## src/rtl/serial_tx_fsm.sv

```systemverilog
// serial_tx_fsm: parallel-to-serial line transmitter.
// Frame: start bit (0), DATA_W data bits, optional odd-parity bit, STOP_BITS stop bits (1).
// Each bit is held for BIT_CYCLES clocks. The line idles high.
// Optional feature macro: SERIAL_TX_PARITY_EN inserts one odd-parity bit before the stop bits.
// Ports:
//   clk      - clock, rising edge
//   reset    - synchronous reset, active-high
//   in_byte  - byte to send, latched on acceptance
//   in_valid - upstream has a byte
//   in_ready - combinational; byte can be accepted this cycle
//   out      - registered serial line
//   busy     - registered; high while a frame bit is on the line
module serial_tx_fsm #(
    parameter int unsigned DATA_W     = 8,
    parameter int unsigned MSB_FIRST  = 1,
    parameter int unsigned BIT_CYCLES = 1,
    parameter int unsigned STOP_BITS  = 1
) (
    input  logic              clk,
    input  logic              reset,
    input  logic [DATA_W-1:0] in_byte,
    input  logic              in_valid,
    output logic              in_ready,
    output logic              out,
    output logic              busy
);

    localparam int unsigned CYC_W = (BIT_CYCLES > 1) ? $clog2(BIT_CYCLES) : 1;
    localparam int unsigned BIT_W = (DATA_W > 1) ? $clog2(DATA_W) : 1;
    localparam logic [CYC_W-1:0] CYC_LAST  = CYC_W'(BIT_CYCLES - 1);
    localparam logic [BIT_W-1:0] DATA_LAST = BIT_W'(DATA_W - 1);
    localparam logic [BIT_W-1:0] STOP_LAST = BIT_W'(STOP_BITS - 1);

    typedef enum logic [2:0] {
        S_IDLE   = 3'd0,
        S_START  = 3'd1,
        S_DATA   = 3'd2,
        S_STOP   = 3'd3
`ifdef SERIAL_TX_PARITY_EN
        , S_PARITY = 3'd4
`endif
    } state_t;

    state_t              r_state, w_state_nxt;
    logic [CYC_W-1:0]    r_cyc, w_cyc_nxt;
    logic [BIT_W-1:0]    r_bit, w_bit_nxt;
    logic [DATA_W-1:0]   r_shift, w_shift_nxt;
    logic [DATA_W-1:0]   w_shifted;
    logic                r_out, w_out_nxt;
    logic                r_busy, w_busy_nxt;
    logic                w_bit_last;
    logic                w_ready;
    logic                w_accept;
`ifdef SERIAL_TX_PARITY_EN
    logic                r_parity, w_parity_nxt;
`endif

    // Last clock of the bit currently on the line
    assign w_bit_last = (r_cyc == CYC_LAST);

    // Ready in IDLE, or in the final clock of the final stop bit for back-to-back frames
    assign w_ready  = ~reset & ((r_state == S_IDLE) |
                                ((r_state == S_STOP) & (r_bit == STOP_LAST) & w_bit_last));
    assign w_accept = in_valid & w_ready;
    assign in_ready = w_ready;

    // Move the next data bit to the output end of the shift register
    assign w_shifted = (MSB_FIRST != 0) ? {r_shift[DATA_W-2:0], 1'b0}
                                        : {1'b0, r_shift[DATA_W-1:1]};

    // Next-state, counters and the registered line value for the next clock
    always_comb begin
        w_state_nxt  = r_state;
        w_cyc_nxt    = r_cyc;
        w_bit_nxt    = r_bit;
        w_shift_nxt  = r_shift;
        w_out_nxt    = 1'b1;
        w_busy_nxt   = 1'b0;
`ifdef SERIAL_TX_PARITY_EN
        w_parity_nxt = r_parity;
`endif
        case (r_state)
            S_IDLE: begin
                if (w_accept) begin
                    w_state_nxt  = S_START;
                    w_cyc_nxt    = '0;
                    w_bit_nxt    = '0;
                    w_shift_nxt  = in_byte;
`ifdef SERIAL_TX_PARITY_EN
                    w_parity_nxt = ~^in_byte;
`endif
                end
            end
            S_START: begin
                if (w_bit_last) begin
                    w_state_nxt = S_DATA;
                    w_cyc_nxt   = '0;
                    w_bit_nxt   = '0;
                end else begin
                    w_cyc_nxt = r_cyc + CYC_W'(1);
                end
            end
            S_DATA: begin
                if (w_bit_last) begin
                    w_cyc_nxt = '0;
                    if (r_bit == DATA_LAST) begin
                        w_bit_nxt = '0;
`ifdef SERIAL_TX_PARITY_EN
                        w_state_nxt = S_PARITY;
`else
                        w_state_nxt = S_STOP;
`endif
                    end else begin
                        w_bit_nxt   = r_bit + BIT_W'(1);
                        w_shift_nxt = w_shifted;
                    end
                end else begin
                    w_cyc_nxt = r_cyc + CYC_W'(1);
                end
            end
`ifdef SERIAL_TX_PARITY_EN
            S_PARITY: begin
                if (w_bit_last) begin
                    w_state_nxt = S_STOP;
                    w_cyc_nxt   = '0;
                    w_bit_nxt   = '0;
                end else begin
                    w_cyc_nxt = r_cyc + CYC_W'(1);
                end
            end
`endif
            S_STOP: begin
                if (w_bit_last) begin
                    w_cyc_nxt = '0;
                    if (r_bit == STOP_LAST) begin
                        w_bit_nxt = '0;
                        if (w_accept) begin
                            w_state_nxt  = S_START;
                            w_shift_nxt  = in_byte;
`ifdef SERIAL_TX_PARITY_EN
                            w_parity_nxt = ~^in_byte;
`endif
                        end else begin
                            w_state_nxt = S_IDLE;
                        end
                    end else begin
                        w_bit_nxt = r_bit + BIT_W'(1);
                    end
                end else begin
                    w_cyc_nxt = r_cyc + CYC_W'(1);
                end
            end
            default: begin
                w_state_nxt = S_IDLE;
                w_cyc_nxt   = '0;
                w_bit_nxt   = '0;
            end
        endcase

        // Line value follows the state being entered so out is registered with no lag
        case (w_state_nxt)
            S_START: w_out_nxt = 1'b0;
            S_DATA:  w_out_nxt = (MSB_FIRST != 0) ? w_shift_nxt[DATA_W-1] : w_shift_nxt[0];
`ifdef SERIAL_TX_PARITY_EN
            S_PARITY: w_out_nxt = w_parity_nxt;
`endif
            default: w_out_nxt = 1'b1;
        endcase
        w_busy_nxt = (w_state_nxt != S_IDLE);
    end

    // State and datapath registers
    always_ff @(posedge clk) begin
        if (reset) begin
            r_state  <= S_IDLE;
            r_cyc    <= '0;
            r_bit    <= '0;
            r_shift  <= '0;
            r_out    <= 1'b1;
            r_busy   <= 1'b0;
`ifdef SERIAL_TX_PARITY_EN
            r_parity <= 1'b0;
`endif
        end else begin
            r_state  <= w_state_nxt;
            r_cyc    <= w_cyc_nxt;
            r_bit    <= w_bit_nxt;
            r_shift  <= w_shift_nxt;
            r_out    <= w_out_nxt;
            r_busy   <= w_busy_nxt;
`ifdef SERIAL_TX_PARITY_EN
            r_parity <= w_parity_nxt;
`endif
        end
    end

    assign out  = r_out;
    assign busy = r_busy;

endmodule
```

## config.mk

```make
export PLATFORM = sky130hd
export DESIGN_NAME = serial_tx_fsm
export DESIGN_NICKNAME = d
export VERILOG_FILES = /design/src/rtl/serial_tx_fsm.sv
export SDC_FILE = /design/constraint.sdc
export NUM_CORES = 1
export LEC_CHECK = 0
export BUFFER_PORTS_ARGS = -buffer_cell sky130_fd_sc_hd__buf_2
export CAP_MARGIN = 20
export CORE_ASPECT_RATIO = 1.25
export CORE_MARGIN = 2
export CORE_UTILIZATION = 45
export CTS_CLUSTER_DIAMETER = 50
export CTS_CLUSTER_SIZE = 24
export DETAILED_ROUTE_END_ITERATION = 8
export GPL_TIMING_DRIVEN = 0
export PLACE_DENSITY = 0.67
export SKIP_LAST_GASP = 1
export SYNTH_ARGS = -nofsm -noshare
export SYNTH_HDL_FRONTEND = slang
export SYNTH_SLANG_ARGS = --single-unit
```

## constraint.sdc

```tcl
create_clock -name clk -period 1.9 [get_ports clk]
set_input_delay 0.38 -clock clk [delete_from_list [all_inputs] [get_ports clk]]
set_output_delay 0.38 -clock clk [all_outputs]
set_load 0.01 [all_outputs]
```

==> summary.md <==
Startpoint of the lowest-slack hold path: in_byte[0]. Data on the critical path arrives at its endpoint at 1400 ps. For the total number of yosys warnings, the log shows 0.

The number of antenna violations at the first check in global routing is 0. Setup violations remaining at the end of the flow were counted as 0. The tools report the final global-route overflow total as 0. The synthesized netlist occupies a cell area of 802 um2. The clock sink total came out at 16.

The largest driver fanout on the critical path came out at 5. In this design, the stage delay of the slowest critical-path cell is 360 ps. Counting flops and latches in the post-synthesis netlist gives 16.

The worst register-to-register path has a setup slack of 170 ps. After detailed routing, the total wire length is 1560 um. For the cell leakage power, the log shows 0.000351 uW.

For the number of design rule violations left after detail routing, the log shows 0. The overall via count from detail_route is 714. STA classifies the critical path endpoint as a primary output. Source of the worst register-to-register timing path: r_bit[0]. The filler cell count in the final layout was 157; the I/O pin count was 14. For the initial core utilization, the log shows 0.466.

The clock-pin slew on the worst setup and hold paths was 100 ps; the distinct cell type count of the synthesized netlist was 32. Number of endpoints with negative hold slack in the final report: 0. Final weighted congestion in routability-driven placement: 0.735. Synthesis handed over a netlist of 87 instances. Measured along the y axis, the die boundary spans 51.2 um.

Across all hold checks on the routed design, the worst slack comes to 324 ps. The count of final max-slew check failures is 0, and the area of all placed cells without fillers is 940 um2. Once placement finished, the instance area stood at 891 um2. Setup repair after global routing could not meet its margin everywhere. The share of synthesized flip-flops with an asynchronous set or reset came out at 0. The relative slew slack is 0.650.

On the critical path, the stage with the largest delay is an instance of dfxtp_2. Entering global routing, the biggest net connects 11 pins. The average wire length per cell after detail routing came out at 12.6 um. After the first detailed-routing iteration, the DRC count stood at 17. The worst setup path is launched from a flop. The power per unit of standard cell area was 657 mW/mm2. The number of nets in the synthesized netlist is 101. The worst hold path was traced through 3 stages. In this run the clock root is driven by a clkbuf_4. The number of global-route vias before repair was 622. The clock period could shrink to 1780 ps. The tools report the number of diodes added for antenna fixing as 0.

The fraction of synthesized cell area taken by the top area cell type is 0.399, and the timing-limited maximum frequency is 563 MHz. The fraction of layout cells with a size suffix above 1 came out at 0.257. The run finished with clean final reports. Part of the cycle the worst path needs: 0.935.

Most instantiated flip-flop cell in the synthesis netlist: dfxtp_1. The count of buffers added on input and output ports is 13. The run gives 1 as the CTS H-tree depth. The floorplan die area came out at 0.00214 mm2.

The path with the worst hold slack has its endpoint at r_shift[0]. The logs give 290 ps for the clock latency on the worst-skew pair and 121 for the layout net count. The run gives 0.545 as the core utilization of the finished layout. Traced cell by cell, the critical path runs through inv_1 -> ha_1 -> nand4b_1 -> nand2_2 -> and2_1 -> buf_2.

Clock tree synthesis inserted a total of 3 buffers. The worst setup path is of the reg2out kind. The logs give 2 for the deepest clock path buffer count and 17 for the floorplan row count. The logs give 0.00172 mm2 for the area of the core and 0.000387 V for the worst supply voltage drop on vdd.

The total global-route track usage is 0.157. At the pin with the least slew margin, the transition time is 522 ps. In this run the horizontal extent of the chip is 41.8 um.

The first global-routing pass estimated 2600 um of wire. Final antenna-violating net count: 0. TritonCTS built the clock tree.

Critical path data required time: 1520 ps. The min-delay analysis places its worst path in the category in2reg. The tools report the startpoint of the worst setup timing path as r_bit[0].

For the final database, setup skew stands at 7.44 ps. Sorting the synthesized cells by area gives the leading types as dfxtp_1 (40%), a22oi_1 (7.5%), nand2b_1 (5.5%), ha_1 (4.7%), o22ai_1 (4.7%). On the critical path the largest part of the delay comes from simple AND/OR/NAND/NOR gates.

A synthesized cell averages 9.22 um2. The worst reg-to-reg path cell count works out to 8. Relative area change from synthesis to final layout: 17.2%. Dividing the detail-routed via count by the number of cells gives 5.76. In this run the critical register-to-register path is captured at r_shift[4]. The sequential element share of the synthesized area was 0.399; the HPWL reported at the end of detailed placement was 1130 um. For the post-cts hold buffer count, the log shows 0. Summed over all instances, the cell type with the most area after synthesis is dfxtp_1. The first TritonRoute pass finished after 4 iterations.

The critical path buffer and inverter count was 2. Across the run, the number of max-cap violations was 0. The number of enable-type register cells in the synthesized netlist came out at 0.
[flip-flops by register name, summed over array words and instances (netlist names)]
signal,flops
out,1
r_state,3
r_shift,8
r_bit,3
busy,1
[worst min-delay path, stage by stage]
cell	delay [ps]
buf_2	80
nand3b_1	60
o21ai_0	60
[worst max-delay path by stage]
| stage | endpoint | cells past startpoint |
|---|---|---|
| 2_1_floorplan | r_shift[2] | 6 |
| 3_5_place_dp | r_shift[1] | 6 |
| 3_3_place_gp | r_shift[1] | 6 |
| 4_1_cts | in_ready | 6 |
| 6_report | in_ready | 6 |
| 5_1_grt | r_shift[4] | 8 |
[cell usage in the layout (no fill, tap or decap)]
cell / count
nand3b_1: 2
ha_1: 3
a221oi_1: 1
nor3_1: 3
nor4_1: 1
nor3b_2: 1
nand4b_1: 1
and2_1: 1
nand4_1: 1
a2111oi_4: 1
a32oi_2: 1
buf_2: 14
nand2_1: 2
dfxtp_1: 15
or2_4: 1
nor2b_1: 3
a2111oi_0: 1
conb_1: 1
inv_1: 3
buf_4: 2
a21boi_0: 1
nand2_2: 1
nand3_1: 1
or4_1: 1
o22ai_1: 6
and4_1: 1
a21oi_1: 4
nand2b_1: 7
clkbuf_1: 2
a22oi_1: 8
clkbuf_4: 3
buf_6: 2
o21ai_0: 2
nor2_1: 5
a31oi_1: 2
dfxtp_2: 1
[area by class of cell]
cell class | count | area, um2 | area share
Buffer | 5 | 35.0 | 0.0373
Clock buffer | 3 | 22.5 | 0.0240
Inverter | 3 | 11.3 | 0.0120
Multi-Input combinational cell | 63 | 445 | 0.474
Sequential cell | 16 | 322 | 0.342
Tap cell | 19 | 23.8 | 0.0253
Timing Repair Buffer | 15 | 80.1 | 0.0852
[kinds of logic (layout without fill, tap and decap cells)]
| logic type | after synthesis | after routing | synth area share |
|---|---|---|---|
| fa+ha+maj | 3 | 3 | 0.0468 |
| compound gates | 27 | 27 | 0.251 |
| other cells | 1 | 1 | 0.00468 |
| buf+inv | 8 | 26 | 0.0577 |
| flops | 16 | 16 | 0.399 |
| simple gates | 32 | 32 | 0.240 |
[report_power, final]
| part | switching, uW | leakage [uW] | internal [uW] | total (uW) |
|---|---|---|---|---|
| sequential | 5.75 | 0.000131 | 347 | 353 |
| combinational | 44.5 | 0.000206 | 37.4 | 81.9 |
| clock | 109 | 0.0000138 | 73.7 | 182 |
| total | 159 | 0.000351 | 459 | 617 |
[cells in the mapped netlist (2+ instances only)]
library cell / count
nand3b_1: 2
nor2_1: 5
a31oi_1: 2
inv_1: 3
a22oi_1: 8
nor2b_1: 3
o22ai_1: 6
clkbuf_1: 2
buf_6: 2
nor3_1: 3
o21ai_0: 2
dfxtp_1: 16
ha_1: 3
nand2_1: 3
a21oi_1: 4
nand2b_1: 7
[metal layers]
metal  GRT usage  wire, um  up-vias
met5           0         0        -
met4      0.0806        25        0
met3      0.0212        86        4
met2       0.258       749       28
met1       0.200       702      322
li1            -         -      360
[metrics by stage]
step	worst slack (ps)	TNS, ps	std cells	total power (uW)
floorplan	383	0	87	413
global placement	87.2	0	119	439
detailed placement	151	0	119	440
CTS	28.9	0	123	617
global route	-41.3	-58.1	124	634
finish	124	0	124	617
[what timing repair did]
action | in CTS | in global routing
pin swaps | 1 | 1
endpoints found under the setup margin | 1 | 9
gates resized for setup | 0 | 3
gates cloned | 0 | 0
setup buffers | 1 | 1
No activity file was read; power rests on OpenSTA's default activity.
